$ cat src/rtl/gpr_pkg.sv
// +----------------------------------------------------------------------+
// | gpr_pkg: shared constants and state encoding for the GPR controller  |
// | Revision: 1.0                                                        |
// +----------------------------------------------------------------------+
`default_nettype none

package gpr_pkg;

    localparam int GPR_COUNT       = 32;
    localparam int GPR_INDEX_WIDTH = 5;
    localparam int GPR_DATA_WIDTH  = 32;
    localparam logic [GPR_INDEX_WIDTH-1:0] GPR_ZERO_INDEX = '0;

    typedef enum logic [1:0] {
        CLEAR     = 2'd0,
        IDLE      = 2'd1,
        READ_WAIT = 2'd2,
        RESPOND   = 2'd3
    } gpr_access_state_t;

endpackage

`default_nettype wire

$ cat src/rtl/gpr_access_controller.sv
// +----------------------------------------------------------------------+
// | gpr_access_controller: handshaked operand-read / result-write front  |
// | end for the dual-port register file, with r0 forced to zero.         |
// | Optional macro GPR_CLEAR_ON_RESET_EN zero-fills r0..r31 after reset. |
// | Revision: 1.0                                                        |
// +----------------------------------------------------------------------+
`default_nettype none

module gpr_access_controller
    import gpr_pkg::*;
(
    input  logic                       clock,
    input  logic                       reset,
    input  logic                       readRequestValid,
    output logic                       readRequestReady,
    input  logic [GPR_INDEX_WIDTH-1:0] readIndexA,
    input  logic [GPR_INDEX_WIDTH-1:0] readIndexB,
    output logic                       readResponseValid,
    input  logic                       readResponseReady,
    output logic [GPR_DATA_WIDTH-1:0]  readDataA,
    output logic [GPR_DATA_WIDTH-1:0]  readDataB,
    input  logic                       writeRequestValid,
    output logic                       writeRequestReady,
    input  logic [GPR_INDEX_WIDTH-1:0] writeIndex,
    input  logic [GPR_DATA_WIDTH-1:0]  writeData,
    output logic [GPR_INDEX_WIDTH-1:0] gprIndex1,
    input  logic [GPR_DATA_WIDTH-1:0]  gprReadData1,
    output logic [GPR_INDEX_WIDTH-1:0] gprIndex2,
    input  logic [GPR_DATA_WIDTH-1:0]  gprReadData2,
    output logic [GPR_DATA_WIDTH-1:0]  gprWriteData2,
    output logic                       gprWriteEnable2
);

    gpr_access_state_t                state;
    gpr_access_state_t                state_next;
    logic [GPR_INDEX_WIDTH-1:0]       captured_index_a;
    logic [GPR_INDEX_WIDTH-1:0]       captured_index_b;
    logic [GPR_DATA_WIDTH-1:0]        data_a;
    logic [GPR_DATA_WIDTH-1:0]        data_b;
    logic                             read_accept;
    logic                             write_enable;

`ifdef GPR_CLEAR_ON_RESET_EN
    localparam gpr_access_state_t RESET_STATE = CLEAR;
    logic [GPR_INDEX_WIDTH-1:0]       clear_count;

    always_ff @(posedge clock or posedge reset) begin
        if (reset) begin
            clear_count <= '0;
        end else if (state == CLEAR) begin
            clear_count <= clear_count + 1'b1;
        end
    end
`else
    localparam gpr_access_state_t RESET_STATE = IDLE;
`endif

    always_ff @(posedge clock or posedge reset) begin
        if (reset) begin
            state            <= RESET_STATE;
            captured_index_a <= '0;
            captured_index_b <= '0;
            data_a           <= '0;
            data_b           <= '0;
        end else begin
            state <= state_next;
            if (read_accept) begin
                captured_index_a <= readIndexA;
                captured_index_b <= readIndexB;
            end
            // RAM output is valid one cycle after accept; mask r0 here.
            if (state == READ_WAIT) begin
                data_a <= (captured_index_a == GPR_ZERO_INDEX) ? '0 : gprReadData1;
                data_b <= (captured_index_b == GPR_ZERO_INDEX) ? '0 : gprReadData2;
            end
        end
    end

    always_comb begin
        state_next        = state;
        readRequestReady  = 1'b0;
        writeRequestReady = 1'b0;
        readResponseValid = 1'b0;
        gprIndex1         = readIndexA;
        gprIndex2         = readIndexB;
        gprWriteData2     = writeData;
        write_enable      = 1'b0;
        read_accept       = 1'b0;
        case (state)
`ifdef GPR_CLEAR_ON_RESET_EN
            CLEAR: begin
                gprIndex1     = clear_count;
                gprIndex2     = clear_count;
                gprWriteData2 = '0;
                write_enable  = 1'b1;
                if (clear_count == GPR_INDEX_WIDTH'(GPR_COUNT - 1)) begin
                    state_next = IDLE;
                end
            end
`endif
            IDLE: begin
                writeRequestReady = 1'b1;
                readRequestReady  = ~writeRequestValid;
                if (writeRequestValid) begin
                    gprIndex2    = writeIndex;
                    write_enable = (writeIndex != GPR_ZERO_INDEX);
                end else if (readRequestValid) begin
                    read_accept = 1'b1;
                    state_next  = READ_WAIT;
                end
            end
            READ_WAIT: begin
                state_next = RESPOND;
            end
            RESPOND: begin
                readResponseValid = 1'b1;
                if (readResponseReady) begin
                    state_next = IDLE;
                end
            end
            default: begin
                state_next = IDLE;
            end
        endcase
    end

    // Keeps the RAM untouched while reset is held, whatever the request inputs do.
    assign gprWriteEnable2 = write_enable & ~reset;
    assign readDataA       = data_a;
    assign readDataB       = data_b;

endmodule

`default_nettype wire
$ cat config.mk
export PLATFORM = sky130hd
export DESIGN_NAME = gpr_access_controller
export DESIGN_NICKNAME = d
export VERILOG_FILES = /design/src/rtl/gpr_pkg.sv /design/src/rtl/gpr_access_controller.sv
export SDC_FILE = /design/constraint.sdc
export NUM_CORES = 1
export LEC_CHECK = 0
export CAP_MARGIN = 20
export CORE_MARGIN = 4
export CORE_UTILIZATION = 39
export DETAILED_ROUTE_END_ITERATION = 7
export GPL_ROUTABILITY_DRIVEN = 0
export PLACE_DENSITY = 0.85
export SLEW_MARGIN = 20
export SYNTH_ARGS = -nofsm -noshare
export SYNTH_HDL_FRONTEND = slang
export SYNTH_SLANG_ARGS = --single-unit
$ cat constraint.sdc
create_clock -name clock -period 5.25 [get_ports clock]
set_input_delay 1.05 -clock clock [delete_from_list [all_inputs] [get_ports clock]]
set_output_delay 1.05 -clock clock [all_outputs]
set_load 0.01 [all_outputs]
=== Yosys cells after proc, flatten, opt, wreduce, memory -nomap -nowiden ===
Cells that the tools add are included.

* Register bits after elaboration: 76
* Input bits: 116
* Output and inout bits: 110
* Logic and storage cells: 34

* Eq/ne operators: 6
* Multiplexer cells: 16
* Bitwise logic cells: 3
* Reductions and logical operators: 4

{| class="wikitable"
|+ Operator list
! operator !! number
|-
| $mux W32 || 2
|-
| $logic_not A5 Y1 || 2
|-
| $mux W5 || 2
|-
| $mux W1 || 8
|-
| $mux W2 || 3
|-
| $ne A2 B2 Y1 const B || 3
|-
| $pmux W2 S3 || 1
|-
| $reduce_bool A5 Y1 || 1
|-
| $eq A2 B2 Y1 const B || 2
|-
| $reduce_and A3 Y1 || 1
|-
| $eq A2 B1 Y1 const B || 1
|-
| $not A1 Y1 || 2
|-
| $and A1 B1 Y1 || 1
|}

=== Logic depth before layout (Yosys ltp) ===
Gate-level depths: netlist of the first run.

* Depth after elaboration: 4
* Depth in mapped cells: 6
* Gate-level depth less buffers: 5

=== Worst setup path before layout of the first run ===
No wires, ideal clock.

* Kind: input-to-output
* Start: input port writeRequestValid
* End: output port gprIndex2[0]
* Data arrival time: 1575 ps
* Data required time: 4200 ps
* Slack: 2625 ps
* Cell stages on the path: 2
* Cell sequence: nand2_1 -> mux2_2

* Word-level cells in the longest chain between the ends: 2

{| class="wikitable"
|+ Ends and longest elaborated chain
! item !! RTL line !! RTL
|-
| start, declared || gpr_access_controller.sv:22 || <nowiki>input logic writeRequestValid,</nowiki>
|-
| $mux W5 || gpr_access_controller.sv:104 || <nowiki>if (writeRequestValid) begin</nowiki>
|-
| $mux W5 || gpr_access_controller.sv:89 || <nowiki>case (state)</nowiki>
|-
| end, declared || gpr_access_controller.sv:28 || <nowiki>output logic [GPR_INDEX_WIDTH-1:0] gprIndex2,</nowiki>
|}

Every way passes these cells.

=== Final worst setup path of the first run ===
Same ends and word-level chain as after synthesis.

==> flow_metrics.tcl, run 1 <==
set metrics [dict create \
    synthDistinctLibCells 18 \
    area_growth_pct 45.65 \
    synth_edf_count 0 \
    nets 537 \
    syn-num-nets 411 \
    num_antenna_cells 0 \
    rsz0062_at_grt "false" \
    ys_seq_area_share_pct 54.03 \
    cts-root-buf "clkbuf_8" \
    dpl.hpwl_mm 6.655 \
    fin_crit_sh_pct 69.15 \
    hold_start "captured_index_a[3]" \
    ant_nets 0 \
    r2r_cells 6 \
    clockBufferDepth 2 \
    placed_area_sq_um 4931 \
    final.setup.tns_ps 0 \
    synth.top_cell.area_share_pct 53.29 \
    synth_most_common_cell "dfrtp_1" \
    holdPathStages 1 \
    synthFlopType "dfrtp_1" \
    crit_path_top_delay_cell "clkdlybuf4s50_1" \
    power.density_nw_per_um2 560.5 \
    async_flop_share_pct 100.0 \
    finalMaxSlewViolations 0 \
    grt_max_degree 43 \
    timing.rr.start "state[0]" \
    r2r_slack_ps 2810 \
    route.detailed.drc 0 \
    drt-vias-per-instance 4.772 \
    crit_required_ps 4200 \
    dp_cells 513 \
    status "finished, final reports clean" \
    die_w_microns 103.0 \
    crit_top_cell "clkdlybuf4s50_1" \
    synth_area_sq_um 3522 \
    fp.coreArea_sq_um 8763 \
    use_met3_pct 3.721 \
    drive_above_1_share_pct 9.953 \
    power_w 0.002875 \
    clk_pin_slew_ps 80 \
    drv_cap 0 \
    skew_ps 13.17 \
    die_area_sq_um 10620 \
    tightest_slew_ps 715.9 \
    min_period_ps 3630 \
    clock_sinks 76 \
    critPathTopFamily "buffers and inverters" \
    use_met1_pct 17.82 \
    cts_tree "yes" \
    num_rows 34 \
    gr-total-overflow 0 \
    cts_resized 0 \
    cp_data_arrival_time_ps 2580 \
    track_usage_pct 15.98 \
    clk_latency_ps 340 \
    wl_mm 8.610 \
    start_kind "input pin" \
    initialDrtViolationCount 28 \
    grt_pass1_wl_mm 13.18 \
    antenna_found_initial 0 \
    start_util_pct 40.19 \
    leakage_nw 2.151 \
    cp-end-kind "output pin" \
    cp_slowest_stage_delay_ps 500 \
    io_pins 226 \
    avgSynthCellArea_sq_um 12.10 \
    max-vdd-ir-drop_mv 0.2809 \
    dr.pass1.iters 3 \
    fmax_ghz 0.2755 \
    use_met2_pct 29.11 \
    hold_end "captured_index_a[3]" \
    cts_setup_buffers 0 \
    crit_buf_inv 2 \
    syn_inst 291 \
    htreeDepth 3 \
    final_area_sq_um 5130 \
    setup_slack_ps 1620 \
    hp-class "reg2reg" \
    vias 2529 \
    cts_made_buffers 9 \
    ctsHoldBuffers 0 \
    hold_viol 0 \
    wl_per_cell_microns 16.25 \
    yosys.area.top_type "dfrtp_1" \
    die_height_microns 103.0 \
    synthTopCellsByCount "75 x dfrtp_1, 66 x mux2i_1, 65 x nor2_1, 37 x buf_4, 15 x mux2_2" \
    crit_path_cell_trace "clkdlybuf4s50_1 > nand2_1 > mux2_2 > clkdlybuf4s50_1" \
    synth-seq-cells 76 \
    io_buffers 161 \
    rr_endpoint "readDataB[13]" \
    slew_headroom_pct 52.20 \
    grt.busiest_layer "met2" \
    final_cells 530 \
    synth_area_leaders "dfrtp_1 53%, mux2i_1 19%, buf_4 7.9%" \
    yosysWarnings 0 \
    setup_viol 0 \
    crit_fanout 6 \
    critPathKind "in2out" \
    dp_slack_ps 1605 \
    grt_pass1_vias 2721 \
]
-- worst register-to-register path: cells and delay by family, from the launching register on --
| family | cells | cell delay, ps |
|---|---|---|
| simple gates | 3 | 1100 |
| fa+ha+maj | 1 | 460 |
| flops | 1 | 400 |
| buf+inv | 2 | 360 |
-- per-stage QoR --
stage	hold slack, ps	utilization, %
finish	519.1	58.54
global route	535.1	58.54
CTS	523.0	58.37
detailed placement	504.3	56.27
global placement	495.7	56.10
floorplan	480.4	-
-- flip-flops by register name, summed over array words and instances (netlist names) --
register / flops
state: 2
readDataA: 32
captured_index_a: 5
captured_index_b: 5
readDataB: 32
-- power breakdown --
group	total [W]	internal, W	switching, W
clock network	0.000408	0.000179	0.000229
logic	0.00140	0.000811	0.000592
registers	0.00106	0.000891	0.000173
-- how the worst max path moves through the flow --
stage / from / slack (ps) / cells after the start / end
final: writeRequestValid / 1620 / 4 / gprIndex2[0]
after global placement: writeRequestValid / 1660 / 4 / gprIndex2[0]
after detailed placement: writeRequestValid / 1610 / 4 / gprIndex2[0]
after floorplan: reset / 2260 / 1 / captured_index_a[0]
after CTS: writeRequestValid / 1600 / 4 / gprIndex2[0]
after global routing: writeRequestValid / 1560 / 4 / gprIndex2[0]
-- cell usage in the layout (no fill, tap or decap), drive strengths merged --
cell type	count
nor3	3
ha	4
nand2b	1
nor2b	2
clkbuf	9
dfrtp	75
mux2i	66
mux2	15
clkinv	1
or4b	2
dfstp	1
nor2	65
clkinvlp	3
nand2	2
a211oi	1
inv	6
a21oi	1
clkdlybuf4s50	161
buf	4
-- cell families after synthesis --
family | after synthesis | synth area share [%]
adders and majority gates | 4 | 1.421
and+or+nand+nor | 75 | 9.520
buffers and inverters | 53 | 11.12
AOI/OAI and AO/OA | 2 | 0.3552
DFF | 76 | 54.03
muxes | 81 | 23.55
-- area by class of cell --
cell class	instances	area (sq um)
flip-flops and latches	76	1903
clock buffers	9	123.9
clock inverters	7	60.06
multi-input cells	162	1240
inverters	3	11.26
well taps	108	135.1
fillers	741	3633
repair buffers	165	1657
-- per-layer routing --
metal	up-vias	part of all wire (%)
met1	1223	37
met3	17	8.2
li1	1176	-
met2	113	52
met5	-	0
met4	0	2.1
Note: power is estimated with default switching activity, not from simulation.
==> run 2, diff against run 1 <==
- CORE_UTILIZATION: 39 -> 33
- PLACE_DENSITY: 0.85 -> 0.77
- clock period: 5.25 -> 3.2 ns (I/O delays scaled with it)
==> flow_metrics.tcl, run 2 (same netlist as run 1, synthesis figures left out) <==
set metrics [dict create \
    route.detailed.drc 0 \
    wl_mm 8.707 \
    hold_viol 0 \
    vias 2535 \
    die_height_microns 111.3 \
    min_period_ps 2836 \
    nets 539 \
    start_util_pct 33.96 \
    cp_slowest_stage_delay_ps 600 \
    skew_ps 12.31 \
    use_met2_pct 24.65 \
    htreeDepth 3 \
    gr-total-overflow 0 \
    drive_above_1_share_pct 10.38 \
    num_rows 37 \
    num_antenna_cells 0 \
    final_util_pct 49.73 \
    grt_pass1_wl_mm 14.14 \
    crit_fanout 6 \
    rsz0062_at_grt "false" \
    use_met1_pct 15.56 \
    tightest_slew_ps 625.5 \
    initialDrtViolationCount 92 \
    crit_required_ps 2560 \
    fmax_ghz 0.3526 \
    start_kind "input pin" \
    wl_per_cell_microns 15.55 \
    crit_top_cell "clkdlybuf4s50_1" \
    io_pins 226 \
    crit_path_cell_trace "clkdlybuf4s50_1 > nand2_1 > a211oi_1 > clkdlybuf4s50_1" \
    dr.pass1.iters 5 \
    power.density_nw_per_um2 912.9 \
    cts_resized 0 \
    clk_pin_slew_ps 80 \
    hold_start "captured_index_a[0]" \
    max-vdd-ir-drop_mv 0.3445 \
    ctsHoldBuffers 0 \
    die_w_microns 111.3 \
    status "finished, final reports clean" \
    clk_latency_ps 340 \
    dpl.hpwl_mm 6.628 \
    use_met3_pct 5.731 \
    clockBufferDepth 2 \
    crit_path_top_delay_cell "clkdlybuf4s50_1" \
    grt_pass1_vias 2877 \
    io_buffers 161 \
    final.setup.tns_ps 0 \
    cts-root-buf "clkbuf_8" \
    critPathKind "in2out" \
    grt.busiest_layer "met2" \
    layout_common_cells "161 x clkdlybuf4s50_1, 75 x dfrtp_1, 66 x mux2i_1" \
    track_usage_pct 14.02 \
    finalMaxSlewViolations 0 \
    cts_setup_buffers 0 \
    die_area_sq_um 12390 \
    area_growth_pct 46.43 \
    drv_cap 0 \
    setup_viol 0 \
    mostFrequentLayoutCell "clkdlybuf4s50_1" \
    drt-vias-per-instance 4.527 \
    cts_made_buffers 9 \
    cts_tree "yes" \
    leakage_nw 2.162 \
    fp.coreArea_sq_um 10370 \
    cp-end-kind "output pin" \
    startpoint "writeRequestValid" \
    timing.rr.start "state[0]" \
    grt_max_degree 39 \
    ant_nets 0 \
    antenna_found_initial 0 \
    hp-class "reg2reg" \
    cp_data_arrival_time_ps 2200 \
    fin_crit_sh_pct 88.64 \
    clock_sinks 76 \
    slew_headroom_pct 58.24 \
]
[run 2: area by class of cell]
type | count | area (sq um)
multi-input combinational | 162 | 1240
timing repair buffer | 167 | 1657
fill | 963 | 5213
sequential | 76 | 1903
clock inverter | 6 | 38.79
clock buffer | 10 | 137.6
inverter | 3 | 11.26
tap | 136 | 170.2
[run 2: routing by layer]
metal  vias up  share of wire [%]
met5         -                  0
met4         0                1.2
met3        23                8.5
met2       113                 51
met1      1220                 39
li1       1179                  -
[run 2: critical path, delay by kind of cell]
family,cells,cell delay [ps]
AND/OR/NAND/NOR,1,180
buffers and inverters,2,1110
AO/OA/AOI/OAI,1,270
[run 2: worst paths after layout]
path | end | slack [ps] | depth (start not counted)
setup / recovery | gprWriteEnable2 | 360 | 4
hold reg to reg | captured_index_a[0] | 520 | 1
setup reg to reg | readDataB[5] | 900 | 7
min in group asynchronous | readDataB[0] | 730 | 2
max in group asynchronous | readDataB[1] | 1710 | 3
hold / removal | captured_index_a[0] | 520 | 1
[run 2: per-stage QoR]
| stage | setup slack [ps] | hold slack, ps | instance area [sq um] | cells | total power (W) |
|---|---|---|---|---|---|
| after global placement | 397.1 | 491.9 | 4981 | 544 | 0.004012 |
| after floorplan | 623.3 | 480.4 | 3522 | 291 | 0.002894 |
| after detailed placement | 362.9 | 499.7 | 4981 | 544 | 0.004106 |
| after global routing | 232.6 | 540.7 | 5157 | 560 | 0.005038 |
| final | 363.5 | 517.2 | 5157 | 560 | 0.004708 |
| after CTS | 327.4 | 519.0 | 5157 | 560 | 0.004788 |
[run 2: report_power, final]
part	leakage [nW]	switching, W	internal, W	total, W
clock network	0.0885	0.000360	0.000301	0.000661
registers	0.909	0.000282	0.00146	0.00174
logic	1.16	0.000974	0.00133	0.00230
total	2.16	0.00162	0.00309	0.00471
